File: src/rtl/fib_seq_ctrl.sv
// Fibonacci-class sequencer: emits one registered control word per cycle for the
// register-file/ALU datapath, with start/busy/done handshake, seed modes and stall.
`timescale 1ns/1ps

module fib_seq_ctrl #(
  parameter int NUM_REGS = 16,
  parameter int ALU_OP_W = 8,
  parameter int IMM_W    = 16,
  parameter int CNT_W    = 8,
  parameter logic [ALU_OP_W-1:0] OP_NOP  = 8'h00,
  parameter logic [ALU_OP_W-1:0] OP_ADD  = 8'h05,
  parameter logic [ALU_OP_W-1:0] OP_MOVI = 8'h0B,
  localparam int SEL_W = $clog2(NUM_REGS),
  localparam int MUX_W = 2*SEL_W + 1
) (
  input  logic                clk,
  input  logic                reset,
  input  logic                start,
  input  logic                hold,
  input  logic [CNT_W-1:0]    n_terms,
  input  logic [1:0]          mode,
  input  logic [IMM_W-1:0]    seed0,
  input  logic [IMM_W-1:0]    seed1,
  output logic [ALU_OP_W-1:0] alu_op,
  output logic [MUX_W-1:0]    muxes,
  output logic [NUM_REGS-1:0] regs_en,
  output logic [IMM_W-1:0]    imm,
  output logic [CNT_W-1:0]    term_idx,
  output logic                busy,
  output logic                done
);

  typedef enum logic [2:0] {
    S_IDLE,
    S_SEED0,
    S_SEED1,
    S_COMPUTE,
    S_DONE
  } state_t;

  // state/k name the term on the outputs, or the pending term while stalled.
  state_t             state, state_nxt;
  logic [CNT_W-1:0]   k, k_nxt;
  logic               stalled, stalled_nxt;
  logic [CNT_W-1:0]   n_lat, n_lat_nxt;
  logic [IMM_W-1:0]   seed_a, seed_a_nxt;
  logic [IMM_W-1:0]   seed_b, seed_b_nxt;

  state_t             adv_state;
  logic [CNT_W-1:0]   adv_k;
  logic [SEL_W-1:0]   a_sel, b_sel, w_sel;

  logic [ALU_OP_W-1:0] alu_op_nxt;
  logic [MUX_W-1:0]    muxes_nxt;
  logic [NUM_REGS-1:0] regs_en_nxt;
  logic [IMM_W-1:0]    imm_nxt;
  logic [CNT_W-1:0]    term_idx_nxt;
  logic                busy_nxt;
  logic                done_nxt;

  // Successor of the term currently being written.
  always_comb begin
    // NOTE: every variable gets a default first, so no path leaves one unassigned and no latch is inferred.
    adv_state = S_DONE;
    adv_k     = k;
    unique case (state)
      S_SEED0: begin
        if (n_lat != CNT_W'(1)) begin
          adv_state = S_SEED1;
          adv_k     = CNT_W'(1);
        end
      end
      S_SEED1: begin
        if (n_lat != CNT_W'(2)) begin
          adv_state = S_COMPUTE;
          adv_k     = CNT_W'(2);
        end
      end
      S_COMPUTE: begin
        if (k != n_lat - CNT_W'(1)) begin
          adv_state = S_COMPUTE;
          adv_k     = k + CNT_W'(1);
        end
      end
      default: begin
        adv_state = S_DONE;
        adv_k     = k;
      end
    endcase
  end

  // Next-state logic: start handshake, run sequencing and stall.
  always_comb begin
    state_nxt   = state;
    k_nxt       = k;
    stalled_nxt = 1'b0;
    n_lat_nxt   = n_lat;
    seed_a_nxt  = seed_a;
    seed_b_nxt  = seed_b;

    unique case (state)
      S_IDLE: begin
        if (start) begin
          n_lat_nxt = n_terms;
          k_nxt     = '0;
          unique case (mode)
            2'd1: begin
              seed_a_nxt = IMM_W'(2);
              seed_b_nxt = IMM_W'(1);
            end
            2'd2: begin
              seed_a_nxt = seed0;
              seed_b_nxt = seed1;
            end
            default: begin
              seed_a_nxt = IMM_W'(0);
              seed_b_nxt = IMM_W'(1);
            end
          endcase
          state_nxt = (n_terms == '0) ? S_DONE : S_SEED0;
        end
      end
      S_SEED0, S_SEED1, S_COMPUTE: begin
        if (stalled) begin
          // Pending term not yet issued: keep it until hold drops.
          stalled_nxt = hold;
        end else begin
          state_nxt   = adv_state;
          k_nxt       = adv_k;
          stalled_nxt = hold && (adv_state != S_DONE);
        end
      end
      S_DONE:  state_nxt = S_IDLE;
      default: state_nxt = S_IDLE;
    endcase
  end

  assign a_sel = SEL_W'(k_nxt - CNT_W'(2));
  assign b_sel = SEL_W'(k_nxt - CNT_W'(1));
  assign w_sel = SEL_W'(k_nxt);

  // Control word for the next cycle, derived from the next state so outputs stay registered.
  always_comb begin
    alu_op_nxt   = OP_NOP;
    muxes_nxt    = '0;
    regs_en_nxt  = '0;
    imm_nxt      = '0;
    term_idx_nxt = term_idx;
    busy_nxt     = 1'b0;
    done_nxt     = 1'b0;

    if (stalled_nxt) begin
      busy_nxt     = 1'b1;
      term_idx_nxt = k_nxt;
    end else begin
      unique case (state_nxt)
        S_SEED0: begin
          alu_op_nxt       = OP_MOVI;
          muxes_nxt[2*SEL_W] = 1'b1;
          imm_nxt          = seed_a_nxt;
          regs_en_nxt[0]   = 1'b1;
          term_idx_nxt     = k_nxt;
          busy_nxt         = 1'b1;
        end
        S_SEED1: begin
          alu_op_nxt       = OP_MOVI;
          muxes_nxt[2*SEL_W] = 1'b1;
          imm_nxt          = seed_b_nxt;
          regs_en_nxt[1]   = 1'b1;
          term_idx_nxt     = k_nxt;
          busy_nxt         = 1'b1;
        end
        S_COMPUTE: begin
          alu_op_nxt         = OP_ADD;
          muxes_nxt          = {1'b0, a_sel, b_sel};
          regs_en_nxt[w_sel] = 1'b1;
          term_idx_nxt       = k_nxt;
          busy_nxt           = 1'b1;
        end
        S_DONE:  done_nxt = 1'b1;
        default: done_nxt = 1'b0;
      endcase
    end
  end

  always_ff @(posedge clk or negedge reset) begin
    if (!reset) begin
      state    <= S_IDLE;
      k        <= '0;
      stalled  <= 1'b0;
      n_lat    <= '0;
      seed_a   <= '0;
      seed_b   <= '0;
      alu_op   <= OP_NOP;
      muxes    <= '0;
      regs_en  <= '0;
      imm      <= '0;
      term_idx <= '0;
      busy     <= 1'b0;
      done     <= 1'b0;
    end else begin
      // NOTE: non-blocking assignments so every flop samples pre-edge values and updates together.
      state    <= state_nxt;
      k        <= k_nxt;
      stalled  <= stalled_nxt;
      n_lat    <= n_lat_nxt;
      seed_a   <= seed_a_nxt;
      seed_b   <= seed_b_nxt;
      alu_op   <= alu_op_nxt;
      muxes    <= muxes_nxt;
      regs_en  <= regs_en_nxt;
      imm      <= imm_nxt;
      term_idx <= term_idx_nxt;
      busy     <= busy_nxt;
      done     <= done_nxt;
    end
  end

endmodule

File: config.mk
export PLATFORM = sky130hd
export DESIGN_NAME = fib_seq_ctrl
export DESIGN_NICKNAME = d
export VERILOG_FILES = /design/src/rtl/fib_seq_ctrl.sv
export SDC_FILE = /design/constraint.sdc
export NUM_CORES = 1
export LEC_CHECK = 0
export ABC_AREA = 1
export CORE_UTILIZATION = 45
export CTS_CLUSTER_DIAMETER = 60
export DETAILED_ROUTE_END_ITERATION = 16
export HOLD_SLACK_MARGIN = 0.12
export PLACE_DENSITY = 0.7
export SETUP_SLACK_MARGIN = 0.15
export SLEW_MARGIN = 20
export SYNTH_ARGS = -nofsm -noshare
export SYNTH_HDL_FRONTEND = slang
export SYNTH_SLANG_ARGS = --single-unit
File: constraint.sdc
create_clock -name clk -period 6.7 [get_ports clk]
set_input_delay 1.34 -clock clk [delete_from_list [all_inputs] [get_ports clk]]
set_output_delay 1.34 -clock clk [all_outputs]
set_load 0.05 [all_outputs]
==> qor.yml <==
detailed_routing:
  detail_route.first_pass.iterations: 4
  routed_wl_mm: 11.90
  num_vias: 4281
  drt_iter0_drc: 203
  wire_per_inst_um: 13.91
  drc: 0
  antenna_left: 0
  viasPerCell: 5.001
min_path:
  worst_hold_path_type: "register to register"
  whs_path_depth: 2
  worstHoldEndpoint: "seed_a[1]"
  worstHoldStart: "seed_a[1]"
synthesis:
  yosysMostFrequentCell: "nand2_1"
  netlist_instances: 618
  synth_top_area_cell: "dfrtp_1"
  synth_flop_cell: "dfrtp_1"
  synthTopCellsByArea: "dfrtp_1 52%, nand2_1 12%, inv_1 6.1%"
  synth.distinct_cells: 37
  syn-cell-area_um2: 5054
  avgSynthCellArea_um2: 8.177
  seq_area_frac_synth_pct: 51.99
  async_reset_ff_share_pct: 100.0
  yosysWarnings: 0
  netlist_top_cells_count: "165 x nand2_1, 105 x dfrtp_1, 82 x inv_1, 59 x nor2_1, 55 x o21ai_0"
  ys_seq_elements: 105
  synth_top_area_share_pct: 51.99
  synth_edf_count: 0
global_route:
  grt.total_usage_pct: 21.94
  grt_max_degree: 61
  grt_util_met2_pct: 36.40
  antenna_found_initial: 0
  grt_overflow: 0
  top_usage_layer: "met2"
  grt_pass1_wl_mm: 19.73
  first_global_vias: 4210
  use_met1_pct: 28.44
  met3_usage_pct: 5.063
floorplan:
  rows: 38
  die_area_um2: 11660
  chipWidth_um: 108.0
  die_h_um: 108.0
  coreArea_um2: 10890
  initial_utilization_pct: 46.41
  ioPinCount: 105
clock_network:
  clock_latency_ps: 360
  clk_pin_slew_ps: 90
  cts-root-buf: "clkbuf_8"
  numCtsBuffers: 9
  cts_setup_buffers: 0
  tritoncts: "yes"
  h-tree-depth: 3
  cts_resized: 0
  clk_path_buf_depth: 2
  cts-hold-fix-buffers: 0
  numClockSinks: 105
critical_path:
  worstReg2RegStart: "n_lat[0]"
  critPathArrivalTime_ps: 3830
  startpoint_type: "input pin"
  endpoint_kind: "register"
  crit_required_ps: 6970
  regToRegEndpoint: "muxes[3]"
  crit_type: "input pin to register"
  crit_fanout: 46
  reg2reg_depth: 22
  r2r_setup_slack_ps: 3820
placement:
  placedCellCount: 842
  dpl_cell_area_um2: 6132
  portBuffers: 100
  dp_slack_ps: 2780
  dp_hpwl_mm: 8.780
  globalplace.congestion: 0.8647
final_layout:
  layout-drive-gt1-share_pct: 6.844
  antenna_cells: 0
  n_fill_cell: 1009
  nets: 769
  stdcell_count: 856
  final_area_um2: 6305
  seqCellArea_um2: 2628
  multi_input_area_um2: 1976
  area.growth.synth_to_final_pct: 24.76
timing:
  setup_slack_ps: 3147
  fin_skew_ps: 9.370
  fmax_mhz: 281.5
  finalSetupTns_ps: 0
  final_max_slew_viol_count: 0
  setup_viol: 0
  maxSlewHeadroom_pct: 51.39
  layout_min_cycle_time_ps: 3553
  worstMarginPinSlew_ps: 723.6
  hold_violations: 0
  post-route-period-util_pct: 53.03
  rsz0062_at_grt: "false"
outcome:
  status: "completed"
power_and_ir_drop:
  max-vdd-ir-drop_v: 0.0002361
  power_density_nw_per_um2: 450.2
  p_leak_nw: 3.000
job:
  maxCapViolations: 0
[worst max-delay path by stage]
stage	end	from	cells past startpoint
final	muxes[7]	start	12
after floorplan	muxes[7]	start	10
after detailed placement	muxes[7]	start	12
after global placement	muxes[7]	start	12
after CTS	muxes[7]	start	12
after global routing	muxes[3]	start	14
[metrics by stage]
stage | power, mW | hold WS [ps] | utilization, %
finish | 2.839 | 492.5 | 57.91
global route | 3.067 | 525.4 | 57.91
CTS | 2.853 | 493.5 | 57.88
detailed placement | 2.491 | 472.1 | 56.32
global placement | 2.449 | 469.8 | 56.32
floorplan | 2.074 | 449.8 | -
[metal layers]
metal / wire [um] / vias to the layer above / share of wire [%]
li1: - / 2116 / -
met1: 5259 / 2023 / 44
met2: 5797 / 126 / 49
met3: 674 / 16 / 5.7
met4: 172 / 0 / 1.4
met5: 0 / - / 0
[sequential cells by signal (all words and copies together) (netlist names)]
register,cells
imm,16
regs_en,16
seed_a,16
seed_b,16
k,8
muxes,8
n_lat,8
term_idx,8
alu_op,3
state,3
busy,1
done,1
stalled,1
[cell type report]
type / count / area share [%]
sequential: 105 / 41.67
clock inverter: 2 / 0.2381
multi-input combinational: 405 / 31.34
clock buffer: 12 / 2.461
tap: 140 / 2.778
inverter: 90 / 5.438
timing repair buffer: 102 / 16.07
[layout by cell type (no fill, tap or decap), types with 5 or more instances in the layout]
master,netlist,layout
nand2_1,165,165
o21ai_0,55,55
inv_2,7,7
dfrtp_1,105,105
nor3_1,5,5
inv_1,82,82
nor2_1,59,59
clkdlybuf4s50_1,0,99
nand3_1,42,42
o21ai_2,7,7
nand2_2,6,6
clkbuf_8,0,11
a21oi_1,9,9
ha_1,10,9
nand4_1,9,9
[power by group]
group          switching, mW  internal [mW]  total, mW  leakage [nW]
Combinational           1.07          0.457       1.52          1.52
Sequential             0.116          0.844      0.959          1.40
Clock                  0.206          0.152      0.357        0.0806
[cell families after synthesis]
logic type                 synth area share [%]
and+or+nand+nor                           25.92
buffers and inverters                     9.186
DFF                                       51.99
AOI/OAI and AO/OA                         9.482
adders and majority gates                 2.476
xor gates and xnor gates                 0.8667
other                                   0.07420
[worst max-delay path, cell delays in order]
cell	delay [ps]
clkdlybuf4s50_1	430
nand2_1	80
buf_4	360
inv_2	380
nor3_1	270
inv_1	60
nand2_1	180
inv_1	150
ha_1	220
inv_1	70
nor2_1	60
nor3b_1	220
(Power assumes the default switching activity.)
